## src/rtl/fetch_unit_pkg.sv

```systemverilog
// fetch_unit_pkg: shared fetch-stage types and constants
package fetch_unit_pkg;
    typedef enum logic [1:0] {IDLE, RUN, HALT} fetch_state_t;
    localparam logic [31:0] INSTR_NOP = 32'h0000_0013;
    typedef struct packed {
        logic [31:0] pc;
        logic [31:0] instr;
    } fetch_entry_t;
endpackage

```

## src/rtl/fetch_unit_fifo.sv

```systemverilog
// fetch_fifo: small {pc, instr} buffer between imem responses and decode, synchronous clear
module fetch_fifo
    import fetch_unit_pkg::*;
#(
    parameter int DEPTH = 2
) (
    input  logic         clk,
    input  logic         reset,
    input  logic         clear,
    input  logic         push,
    input  fetch_entry_t push_data,
    input  logic         pop,
    output fetch_entry_t head,
    output logic         full,
    output logic         empty,
    output logic [2:0]   count
);
    localparam int AW = (DEPTH > 1) ? $clog2(DEPTH) : 1;
    fetch_entry_t   mem [2**AW];
    logic [AW-1:0]  rd_q, wr_q;
    logic [2:0]     count_q;
    logic           do_pop;
    function automatic logic [AW-1:0] bump(input logic [AW-1:0] p);
        return (p == AW'(DEPTH - 1)) ? '0 : p + AW'(1);
    endfunction
    assign empty  = count_q == 3'd0;
    assign full   = count_q == 3'(DEPTH);
    assign count  = count_q;
    assign do_pop = pop && !empty;
    assign head   = mem[rd_q];
    // storage needs no reset: a slot is only read after it has been written
    always_ff @(posedge clk)
        if (push && !clear) mem[wr_q] <= push_data;
    // pointers and occupancy; clear wins over a same-cycle push or pop
    always_ff @(posedge clk or posedge reset) begin
        if (reset) begin
            rd_q    <= '0;
            wr_q    <= '0;
            count_q <= '0;
        end else if (clear) begin
            rd_q    <= '0;
            wr_q    <= '0;
            count_q <= '0;
        end else begin
            if (push) wr_q <= bump(wr_q);
            if (do_pop) rd_q <= bump(rd_q);
            count_q <= count_q + {2'b0, push} - {2'b0, do_pop};
        end
    end
endmodule

```

## src/rtl/fetch_unit.sv

```systemverilog
// fetch_unit: PC, in-order imem requests and decode buffer; FETCH_MISALIGN_TRAP_EN adds a halt on misaligned redirects
module fetch_unit
    import fetch_unit_pkg::*;
#(
    parameter logic [31:0] RESET_PC        = 32'h0000_0000,
    parameter int          MAX_OUTSTANDING = 2
) (
    input  logic        clk,
    input  logic        reset,
    input  logic        ex_branch_taken,
    input  logic [31:0] ex_branch_target,
    input  logic        ex_jalr_valid,
    input  logic [31:0] ex_jalr_address,
    output logic        imem_req_valid,
    input  logic        imem_req_ready,
    output logic [31:0] imem_req_addr,
    input  logic        imem_resp_valid,
    input  logic [31:0] imem_resp_data,
    output logic        if_valid,
    input  logic        if_ready,
    output logic [31:0] if_pc,
    output logic [31:0] if_instruction,
    output logic        flush_out
`ifdef FETCH_MISALIGN_TRAP_EN
    ,output logic       if_misaligned
`endif
);
    fetch_state_t state_q;
    logic [31:0]  pc_q, resp_pc_q, raw_target, target;
    logic [2:0]   outstanding_q, outstanding_d, discard_q, occupancy;
    logic         redirect, misaligned, req_fire, drop, push, pop, fifo_full, fifo_empty;
    fetch_entry_t head, push_entry;

    assign redirect   = ex_jalr_valid | ex_branch_taken;
    assign raw_target = ex_jalr_valid ? (ex_jalr_address & ~32'h1) : ex_branch_target;
`ifdef FETCH_MISALIGN_TRAP_EN
    assign target     = raw_target;
    assign misaligned = raw_target[1:0] != 2'b00;
`else
    assign target     = raw_target & ~32'h3;
    assign misaligned = 1'b0;
`endif
    // a pop this cycle frees its slot, which keeps 1-cycle memory at one instruction per cycle
    assign pop            = if_ready && !fifo_empty && !redirect;
    assign imem_req_valid = (state_q == RUN) && !redirect && !fifo_full &&
                            ({1'b0, outstanding_q} + {1'b0, occupancy} - {3'b0, pop} < 4'(MAX_OUTSTANDING));
    assign imem_req_addr  = pc_q;
    assign req_fire       = imem_req_valid && imem_req_ready;
    assign drop           = discard_q != 3'd0;
    assign push           = imem_resp_valid && !drop;
    assign outstanding_d  = outstanding_q + {2'b0, req_fire} - {2'b0, imem_resp_valid};
    assign push_entry     = '{pc: resp_pc_q, instr: imem_resp_data};
    assign flush_out      = redirect;
    assign if_valid       = !fifo_empty;
    assign if_pc          = fifo_empty ? 32'h0 : head.pc;
    assign if_instruction = fifo_empty ? INSTR_NOP : head.instr;

    // FSM, fetch PC, response PC and in-flight accounting; a redirect overrides sequential fetch
    always_ff @(posedge clk or posedge reset) begin
        if (reset) begin
            state_q       <= IDLE;
            pc_q          <= RESET_PC;
            resp_pc_q     <= RESET_PC;
            outstanding_q <= '0;
            discard_q     <= '0;
        end else begin
            outstanding_q <= outstanding_d;
            if (redirect) begin
                state_q   <= misaligned ? HALT : RUN;
                pc_q      <= target;
                resp_pc_q <= target;
                discard_q <= outstanding_d;
            end else begin
                if (state_q == IDLE) state_q <= RUN;
                if (req_fire) pc_q <= pc_q + 32'd4;
                if (push) resp_pc_q <= resp_pc_q + 32'd4;
                if (imem_resp_valid && drop) discard_q <= discard_q - 3'd1;
            end
        end
    end

`ifdef FETCH_MISALIGN_TRAP_EN
    // misalignment flag, re-evaluated on every redirect
    always_ff @(posedge clk or posedge reset) begin
        if (reset) if_misaligned <= 1'b0;
        else if (redirect) if_misaligned <= misaligned;
    end
`endif

    fetch_fifo #(.DEPTH(MAX_OUTSTANDING)) u_fifo (
        .clk       (clk),
        .reset     (reset),
        .clear     (redirect),
        .push      (push),
        .push_data (push_entry),
        .pop       (pop),
        .head      (head),
        .full      (fifo_full),
        .empty     (fifo_empty),
        .count     (occupancy)
    );
endmodule
```

## config.mk

```make
export PLATFORM = sky130hd
export DESIGN_NAME = fetch_unit
export DESIGN_NICKNAME = d
export VERILOG_FILES = /design/src/rtl/fetch_unit_pkg.sv /design/src/rtl/fetch_unit_fifo.sv /design/src/rtl/fetch_unit.sv
export SDC_FILE = /design/constraint.sdc
export NUM_CORES = 1
export LEC_CHECK = 0
export CORE_UTILIZATION = 25
export CTS_CLUSTER_SIZE = 8
export DETAILED_ROUTE_END_ITERATION = 16
export PLACE_DENSITY = 0.53
export SLEW_MARGIN = 5
export SYNTH_ARGS = -nofsm -noshare
export SYNTH_HDL_FRONTEND = slang
export SYNTH_SLANG_ARGS = --single-unit
export TNS_END_PERCENT = 20
```

## constraint.sdc

```tcl
create_clock -name clk -period 15.46 [get_ports clk]
set_input_delay 1.546 -clock clk [delete_from_list [all_inputs] [get_ports clk]]
set_output_delay 1.546 -clock clk [all_outputs]
set_load 0.01 [all_outputs]
```

# Word level (Yosys, flattened, before mapping)

Memory sizes are Yosys's and may differ from the RTL's.
Cells that the tools add are included.

Memory bits (writable): 128
Register bits after elaboration: 77
Memories kept: 1
Logic and storage cells: 66
Bits of input ports: 103
Output and inout bits: 99
Bits in latches: 0
ROM bits: 0

Memories:

| name       | words | width | rd ports | clocked after Yosys merged registers in | wr ports | line                  | RTL |
|---|---|---|---|---|---|---|---|
| u_fifo.mem | 2     | 64    | 1        | 0                                       | 1        | fetch_unit_fifo.sv:19 | `fetch_entry_t mem [2**AW];` |

Add/subtract/negate cells: 11
Reduce and logical (&&, ||, !) cells: 22
Shifts and indexed selects: 0
Divide/modulo/power cells: 0
Equal/unequal tests: 2
Bitwise logic cells: 1
Magnitude comparators: 1
Muxes and demuxes: 20
Multipliers: 0

Operator list:

| operator              | count |
|---|---|
| $mux 32               | 7 |
| $add 32x3->32 const B | 2 |
| $logic_and 1x1->1     | 10 |
| $reduce_bool 2->1     | 5 |
| $mux 3                | 3 |
| $mux 1                | 8 |
| $add 3x1->3           | 2 |
| $sub 3x1->3           | 2 |
| $add 3x3->4           | 1 |
| $logic_not 1->1       | 4 |
| $lt 4x2->1 const B    | 1 |
| $mux 2                | 2 |
| $sub 4x1->4           | 1 |
| $eq 3x2->1 const B    | 1 |
| $logic_not 3->1       | 1 |
| $reduce_bool 3->1     | 1 |
| $sub 3x1->3 const B   | 1 |
| $add 1x1->1 const B   | 2 |
| $eq 2x1->1 const B    | 1 |
| $logic_not 2->1       | 1 |
| $or 1x1->1            | 1 |

# Depth between registers and ports, before layout

Gate-level depths: netlist of the first run.

Word-level depth: 11
Mapped depth: 22
Gate-level depth less buffers: 19

# By module

A second synthesis of the first run with hierarchy kept.

Cell total of the unflattened synthesis: 876
Area, all modules: 10040.9 um2

By module, submodules not included:

| module     | area each (um2) | instances | cells an instance | sequential area each (um2) |
|---|---|---|---|---|
| fetch_unit | 5117.4          | 1         | 651               | 1676.6 |
| fetch_fifo | 4923.5          | 1         | 225               | 3968.8 |

# Worst setup path after synthesis of the first run

No wires, ideal clock.

Path kind: input-to-reg
Start point: in ex_jalr_valid
End point: mem u_fifo.mem[0][0] (netlist name) (enable)
Setup time: 558 ps
Required time: 14902 ps
Stages: 6
Arrival time: 6805 ps
Path slack: 8097 ps
Path buffers: 3
Path through: buf_2 > nor2_1 > inv_2 > clkbuf_1 > buf_1 > nor3_1

Longest elaborated chain between the ends: 5

RTL lines:

| what                         | line                  | RTL |
|---|---|---|
| start, declared              | fetch_unit.sv:12      | `input logic ex_jalr_valid,` |
| $or 1x1->1                   | fetch_unit.sv:34      | `assign redirect = ex_jalr_valid \| ex_branch_taken;` |
| via flush_out                | fetch_unit.sv:23      | `output logic flush_out` |
| $logic_not 1->1              | fetch_unit_fifo.sv:33 | `if (push && !clear) mem[wr_q] <= push_data;` |
| $logic_and 1x1->1            | fetch_unit_fifo.sv:33 |  |
| $mux 1                       | fetch_unit_fifo.sv:33 |  |
| $mux 1 (not written as such) | fetch_unit_fifo.sv:33 |  |
| end, declared                | fetch_unit_fifo.sv:19 |  |

The timed path passes the listed nets, and every way through them passes these cells.

# Worst setup path after layout of the first run

Start point: in ex_branch_taken
End point: reg discard_q[2]

Longest elaborated chain between the ends: 10
Elaborated cells on any way between the ends: 13
Those cells by class: 3 x add/sub; 1 x order compare; 1 x mux; 1 x bitwise; 7 x reduce/logical

RTL lines:

| what                  | line                               | RTL |
|---|---|---|
| start, declared       | fetch_unit.sv:10                   | `input logic ex_branch_taken,` |
| $or 1x1->1 (*)        | fetch_unit.sv:34                   |  |
| $logic_not 1->1 (*)   | fetch_unit.sv:44, fetch_unit.sv:45 |  |
| $logic_and 1x1->1     | fetch_unit.sv:44                   | `assign pop = if_ready && !fifo_empty && !redirect;` |
| $sub 4x1->4           | fetch_unit.sv:46                   | `({1'b0, outstanding_q} + {1'b0, occupancy} - {3'b0, pop} < 4'(MAX_OUTSTANDING));` |
| $lt 4x2->1            | fetch_unit.sv:46                   |  |
| $logic_and 1x1->1 (*) | fetch_unit.sv:45                   | `assign imem_req_valid = (state_q == RUN) && !redirect && !fifo_full &&` |
| $logic_and 1x1->1 (*) | fetch_unit.sv:48                   | `assign req_fire = imem_req_valid && imem_req_ready;` |
| $add 3x1->3 (*)       | fetch_unit.sv:51                   | `assign outstanding_d = outstanding_q + {2'b0, req_fire} - {2'b0, imem_resp_valid};` |
| $sub 3x1->3 (*)       | fetch_unit.sv:51                   |  |
| via outstanding_d[2]  | fetch_unit.sv:30                   | `logic [2:0] outstanding_q, outstanding_d, discard_q, occupancy;` |
| $mux 3 (*)            | fetch_unit.sv:68                   | `if (redirect) begin` |
| end signal, assigned  | fetch_unit.sv:72                   | `discard_q <= outstanding_d;` |
| end signal, assigned  | fetch_unit.sv:77                   | `if (imem_resp_valid && drop) discard_q <= discard_q - 3'd1;` |
| end, declared         | fetch_unit.sv:30                   |  |

The timed path passes the listed nets; every way through them passes the cells marked *.
A chain may end at the register's enable or synchronous reset.

==> metrics.md, run 1 <==
| Metric | Value |
|---|---|
| Status | finished clean |
| Critical Path Fanout Max | 52 |
| EDFF count, synth | 124 |
| FP Rows | 71 |
| DRT Pass-1 Iters | 5 |
| Pleak | 0.00447 uW |
| Worst Path Required | 15.83 ns |
| Rel. slew slack | 35.6% |
| CTS max path bufs | 2 |
| Core Footprint | 37800 sq um |
| RR Startpoint | u_fifo.count[1] |
| Iter 0 DRT Violations | 495 |
| R2R depth | 20 |
| Hold WC Path Type | reg -> reg |
| Dpl hpwl | 18.7 mm |
| Worst-Skew Late Latency | 0.44 ns |
| RSZ-0062 raised after global routing | no |
| Mean Syn Cell Area | 11.0 sq um |
| Starting density of the core | 25.5% |
| CTS tree | done |
| Vias in the first global route | 7118 |
| Peak VDD IR | 0.0738 mV |
| Register area share after synthesis | 57.3% |
| Clock Sinks | 196 |
| Total wire length | 27.2 mm |
| Total track usage | 13.8% |
| Yosys top cell area share | 38.6% |
| Pin count of the biggest net entering global routing | 73 |
| Crit start category | primary input |
| Warning count from the yosys run | 0 |
| Min-Delay Path Depth | 0 |
| Area grow syn2layout | 31.1% |
| Most frequent cell after synthesis | edfxtp_1 |
| H-tree depth | 4 |
| Tmin final | 6.62 ns |
| Clock Pin Slew Worst Setup and Hold Paths | 0.08 ns |
| Util after Layout | 33.4% |
| Final setup viols | 0 |
| Cts-stage hold buffer count | 0 |
| N_diodes | 0 |
| Root Driver | clkbuf_16 |
| Total grt overflow | 0 |
| Mapped Area | 9650 sq um |
| Port Buffers | 193 |
| Synth Instances | 878 |
| Post-DRT Antenna Nets | 0 |
| Worst R2R Setup Slack | 9.65 ns |
| Count of different cell masters after synthesis | 65 |
| Max Cap Viol | 0 |
| Crit Path Class | in -> reg |
| Tcrit/Tclk final | 42.8% |
| Leading area contributor after synthesis | edfxtp_1 |
| First-pass GRT wire length | 41.2 mm |
| Via count | 7448 |
| Power Dens Cells | 102 nW/um^2 |
| Setup bufs post-CTS | 0 |
| Main flop type after synthesis | edfxtp_1 |
| Die ar. | 39400 sq um |
| CTS resizes | 0 |
| Area contributors post-synth | edfxtp_1 (39%), dfrtp_1 (19%), mux2i_1 (6.6%) |
| Hold EP | u_fifo.mem[1][63] |
| Fin Setup TNS | 0 ns |
| CTS Buf Count | 17 |
| Die X | 198 um |
| Post-DR wirelength/cell | 17.3 um |
| Post-synthesis async set-or-reset flop share | 36.7% |
| Max frequency | 0.151 GHz |
| Hold Path Origin | resp_pc_q[31] |
| Worst Tran Pin Value | 0.966 ns |
| Register bit total from synthesis | 196 |
| Fin. Hold Viols | 0 |
| Max-slew violation count | 0 |
| IO Pins | 202 |
| Avg Vias per Cell | 4.72 |
| Critical path arrival | 6.99 ns |
| # DRC | 0 |
| Share of cells above drive strength 1 | 6.19% |
| FF-to-FF End | discard_q[2] |
| Skew final | 0.0180 ns |
| Nets | 1172 |
| Gpl congestion | 0.866 |
| Top post-synthesis cells by count | edfxtp_1 (124), nor2_1 (92), nand2_1 (74) |
| Endpoint type of the worst setup path | register |
| Die span in y | 198 um |
| Initial antenna violation count | 0 |
==> worst max-delay path, cell delays in order <==
cell and delay [ns]:
clkdlybuf4s50_1 0.39, buf_4 0.25, nor2_2 0.12, buf_4 0.48, inv_2 0.07, nor2_1 0.12
ha_1 0.25, nand2b_1 0.16, fa_1 0.47, and4bb_2 0.23, nand4_1 0.20, a21oi_4 0.66
inv_2 0.46, ha_1 0.41, inv_1 0.04, ha_1 0.18, fa_1 0.37, xnor2_1 0.19
xnor2_1 0.15, nor2_1 0.06, a21oi_1 0.13
==> per-stage QoR <==
step | setup slack [ns] | hold slack (ns) | instance area (sq um) | power, uW | instances
after global placement | 8.40 | 0.481 | 12100 | 887 | 1545
after floorplan | 8.10 | 0.457 | 9660 | 780 | 881
final | 8.84 | 0.497 | 12700 | 1290 | 1577
after detailed placement | 8.38 | 0.487 | 12100 | 892 | 1545
after CTS | 8.87 | 0.505 | 12700 | 1310 | 1577
after global routing | 8.47 | 0.516 | 12700 | 1360 | 1577
==> power breakdown <==
part | leakage [uW] | internal (uW) | switching [uW]
clock network | 0.000262 | 222 | 193
registers | 0.00204 | 596 | 38.1
logic | 0.00217 | 117 | 129
total | 0.00447 | 934 | 360
==> routing by layer <==
metal,track usage [%],part of all wire [%]
met5,0,0
met4,4.22,1.4
met3,3.81,6.9
met2,21.1,44
met1,18.9,48
==> cells by family after synthesis <==
group           Yosys count  share of synthesized area (%)
flops                   196                           57.3
buf+inv                  87                           3.67
fa+ha+maj                16                           2.31
other cells               2                         0.0778
compound gates          209                           14.0
simple gates            291                           14.9
mux                      64                           6.64
xor+xnor                 13                           1.18
==> sequential cells by signal (all words and copies together), names as in the netlist <==
| signal | cells |
|---|---|
| imem_req_addr | 30 |
| u_fifo.count | 3 |
| u_fifo.rd_q | 1 |
| resp_pc_q | 30 |
| state_q | 1 |
| u_fifo.wr_q | 1 |
| discard_q | 3 |
| outstanding_q | 3 |
| u_fifo.mem | 124 |
==> layout make-up <==
cell class	instances	area (sq um)
clock buffers	23	479
multi-input cells	598	3790
clock inverters	9	68.8
fillers	3852	25200
well taps	511	639
inverters	37	139
repair buffers	203	2000
flip-flops and latches	196	5530
==> cells in the final DEF (no fill, tap or decap), drive strengths merged, types with 6 or more instances in the layout <==
| cell | count |
|---|---|
| nor2 | 93 |
| inv | 41 |
| o21a | 7 |
| dfrtp | 72 |
| nor3 | 22 |
| nand4 | 20 |
| nand3 | 29 |
| xnor2 | 8 |
| mux2i | 64 |
| o21ai | 50 |
| a41oi | 6 |
| clkdlybuf4s50 | 192 |
| a31oi | 25 |
| buf | 11 |
| edfxtp | 124 |
| clkbuf | 23 |
| ha | 13 |
| a21oi | 61 |
| a2bb2oi | 12 |
| and3 | 14 |
| and2 | 16 |
| o22a | 16 |
| a22oi | 6 |
| nand2 | 74 |
==> worst max path at each step <==
stage,from,endpoint,cells past startpoint
after detailed placement,ex_branch_taken,discard_q[2],21
after global routing,ex_branch_taken,discard_q[2],21
after floorplan,ex_jalr_valid,u_fifo.mem[0][0],6
after global placement,ex_branch_taken,discard_q[2],21
after CTS,ex_branch_taken,discard_q[2],21
final,ex_branch_taken,discard_q[2],21
Power figures use the tool's default switching activity.
==> run 2: changes to the inputs <==
--- a/config.mk
+++ b/config.mk
@@ -8,7 +8,7 @@
 export CORE_UTILIZATION = 25
 export CTS_CLUSTER_SIZE = 8
 export DETAILED_ROUTE_END_ITERATION = 16
-export PLACE_DENSITY = 0.53
+export PLACE_DENSITY = 0.55
 export SLEW_MARGIN = 5
 export SYNTH_ARGS = -nofsm -noshare
 export SYNTH_HDL_FRONTEND = slang
==> constraint.sdc (replaced) <==
create_clock -name clk -period 5.6 [get_ports clk]
set_input_delay 0.56 -clock clk [delete_from_list [all_inputs] [get_ports clk]]
set_output_delay 0.56 -clock clk [all_outputs]
set_load 0.01 [all_outputs]
==> run 2 against run 1 <==
  * Sequential share of layout area down 0.29 points
  * Critical path depth decreased by 1
  * Total power increased to 2.8 times the previous value
  * Hold slack better by 0.046 ns
  * Critical path type is now reg -> reg
  * Die area stayed put
  * Worst setup slack lost 7.6 ns
  * Cell count rose by 0.19%
  * Clock power grew to 3.0 times the previous value
  * Register-to-register slack got worse by 8.4 ns
  * Highest routed layer unchanged
  * Non-clock buffer count increased by 3
==> metrics.md, run 2 (synthesis gave the netlist of run 1 again) <==
| Metric | Value |
|---|---|
| Status | finished clean (unchanged) |
| CTS max path bufs | 2 (unchanged) |
| Iter 0 DRT Violations | 478 (was 495) |
| Initial antenna violation count | 0 (unchanged) |
| Fin Hold WS | 0.543 ns (was 0.497 ns) |
| Total grt overflow | 0 (unchanged) |
| Tcrit/Tclk final | 77.8% |
| Hold EP | u_fifo.mem[1][54] (was u_fifo.mem[1][63]) |
| Die ar. | 39400 sq um (unchanged) |
| CP most frequent cell | ha_1 (unchanged) |
| Worst Path Required | 5.96 ns (was 15.83 ns) |
| Via count | 7479 (was 7448) |
| Setup bufs post-CTS | 0 (unchanged) |
| CP peak stage delay | 0.48 ns (was 0.66 ns) |
| Util after Layout | 33.7% (was 33.4%) |
| Vias in the first global route | 7129 (was 7118) |
| Rel. slew slack | 38.5% (was 35.6%) |
| Critical path arrival | 4.72 ns (was 6.99 ns) |
| # DRC | 0 (unchanged) |
| Total track usage | 14.0% (was 13.8%) |
| H-tree depth | 4 (unchanged) |
| Max reg flops | 124 (unchanged) |
| Crit-path leading delay family | adder cells (was buffers and inverters) |
| Hold Path Origin | resp_pc_q[22] (was resp_pc_q[31]) |
| Area grow syn2layout | 32.0% (was 31.1%) |
| Peak VDD IR | 0.198 mV (was 0.0738 mV) |
| Most common cell after layout, fill and taps aside | clkdlybuf4s50_1 (unchanged) |
| Critical Path Fanout Max | 24 (was 52) |
| Clock Pin Slew Worst Setup and Hold Paths | 0.07 ns (was 0.08 ns) |
| Cts-stage hold buffer count | 0 (unchanged) |
| Crit start category | register (was primary input) |
| Fillers | 3852 (unchanged) |
| Gpl congestion | 0.842 (was 0.866) |
| IO Pins | 202 (unchanged) |
| Total wire length | 27.5 mm (was 27.2 mm) |
| RSZ-0062 raised after global routing | no (unchanged) |
| Dpl hpwl | 19.2 mm (was 18.7 mm) |
| Power Total | 3680 uW (was 1290 uW) |
| Power Dens Cells | 289 nW/um^2 (was 102 nW/um^2) |
| Pleak | 0.00451 uW (was 0.00447 uW) |
| Max Cap Viol | 0 (unchanged) |
| Skew final | 0.0174 ns (was 0.0180 ns) |
| Port Buffers | 193 (unchanged) |
| Worst-Skew Late Latency | 0.44 ns (about the same) |
| Fin Setup TNS | 0 ns (unchanged) |
| Fin. Hold Viols | 0 (unchanged) |
| Share of cells above drive strength 1 | 6.74% (was 6.19%) |
| DRT Pass-1 Iters | 5 (unchanged) |
| Max frequency | 0.230 GHz |
| Endpoint type of the worst setup path | register (unchanged) |
| Avg Vias per Cell | 4.73 (was 4.72) |
| Nets | 1175 (was 1172) |
| RR Startpoint | u_fifo.count[1] (unchanged) |
| Post-DR wirelength/cell | 17.4 um (was 17.3 um) |
| Clock Sinks | 196 (unchanged) |
| Starting density of the core | 25.5% (unchanged) |
| FF-to-FF End | discard_q[2] (unchanged) |
| Die span in y | 198 um (unchanged) |
| Most frequent cells in the layout | clkdlybuf4s50_1 (192), edfxtp_1 (124), nor2_1 (91), nand2_1 (74), dfrtp_1 (71) (unchanged) |
| Worst R2R Setup Slack | 1.24 ns (was 9.65 ns) |
| Root Driver | clkbuf_16 (unchanged) |
| CTS tree | done (unchanged) |
| Die X | 198 um (unchanged) |
| Min-Delay Path Depth | 0 (unchanged) |
| CTS Buf Count | 17 (unchanged) |
| R2R depth | 20 (unchanged) |
| FP Rows | 71 (unchanged) |
| Crit Path Class | reg -> reg (was in -> reg) |
| N_diodes | 0 (unchanged) |
| Worst Tran Pin Value | 0.913 ns (was 0.966 ns) |
| CTS resizes | 0 (unchanged) |
| Critical path buffers and inverters | 4 (was 6) |
| First-pass GRT wire length | 41.6 mm (was 41.2 mm) |
| CP Cell Sequence | nor3_2 > inv_1 > nand2_1 > nor2_1 > ha_1 > nand2b_1 > fa_1 > and4bb_2 > nand4_1 > a21oi_4 > buf_4 > inv_2 > ha_1 > inv_1 > ha_1 > fa_1 > xnor2_1 > xnor2_1 > nor2_1 > a21oi_1 (was clkdlybuf4s50_1 > buf_4 > nor2_2 > buf_4 > inv_2 > nor2_1 > ha_1 > nand2b_1 > fa_1 > and4bb_2 > nand4_1 > a21oi_4 > inv_2 > ha_1 > inv_1 > ha_1 > fa_1 > xnor2_1 > xnor2_1 > nor2_1 > a21oi_1) |
| Post-DRT Antenna Nets | 0 (unchanged) |
| Pin count of the biggest net entering global routing | 63 (was 73) |
| Final setup viols | 0 (unchanged) |
| Core Footprint | 37800 sq um (unchanged) |
| Reg with most FFs | u_fifo.mem (unchanged) |
| Worst path slowest cell | fa_1 (was a21oi_4) |
| Hold WC Path Type | reg -> reg (unchanged) |
| Tmin final | 4.36 ns |
| Max-slew violation count | 0 (unchanged) |
[run 2: cell count changes in the layout (fill, tap and decap cells not counted)]
cell / delta
inv_4: -1
nor3_2: -1
clkinv_4: +1
clkbuf_1: -3
clkinvlp_4: -1
buf_4: +3
clkinv_2: +2
clkbuf_8: -1
bufinv_16: +2
nor3_4: +1
clkinv_8: +1
[run 2: power breakdown]
| group | internal [uW] | leakage [uW] | total [uW] | switching [uW] |
|---|---|---|---|---|
| combinational | 324 | 0.00218 | 679 | 355 |
| clock | 692 | 0.000294 | 1250 | 559 |
| sequential | 1640 | 0.00204 | 1750 | 105 |
[run 2: layer usage]
| layer | routed length [um] | GRT usage [%] | vias up | part of all wire (%) |
|---|---|---|---|---|
| li1 | - | - | 3582 | - |
| met1 | 13300 | 19.7 | 3630 | 48 |
| met2 | 12000 | 20.9 | 245 | 44 |
| met3 | 1730 | 3.63 | 22 | 6.3 |
| met4 | 466 | 4.10 | 0 | 1.7 |
| met5 | 0 | 0 | - | 0 |
[run 2: worst max path at each step]
stage / from / endpoint / slack, ns / depth (start not counted)
global placement: ex_branch_taken / discard_q[2] / 0.99 / 20
finish: u_fifo.count[1] / discard_q[2] / 1.24 / 20
detailed placement: if_ready / discard_q[2] / 0.97 / 19
global route: u_fifo.count[1] / discard_q[2] / 0.93 / 20
CTS: u_fifo.count[1] / discard_q[2] / 1.22 / 20
floorplan: ex_jalr_valid / discard_q[2] / 0.88 / 22
[run 2: final cells by class]
class	instances	area (sq um)	share of cell area, %
clock buffers	19	454	3.57
clock inverters	13	150	1.18
inverters	37	139	1.09
multi-input cells	598	3800	29.8
flip-flops and latches	196	5530	43.4
well taps	511	639	5.02
repair buffers	206	2020	15.9
[run 2: worst reg2reg max path: cells and delay by family, from the launching register on]
kind / cells / cell delay (ns)
AOI/OAI and AO/OA: 2 / 0.27
xor gates and xnor gates: 2 / 0.36
adders and majority gates: 5 / 1.60
buffers and inverters: 4 / 0.55
DFF: 1 / 0.42
and+or+nand+nor: 7 / 1.08
[run 2: through the flow]
step	cells	instance area (sq um)	worst slack, ns
finish	1580	12700	1.24
global route	1580	12700	0.931
CTS	1580	12700	1.22
detailed placement	1548	12100	0.965
global placement	1548	12100	0.987
floorplan	881	9670	0.880
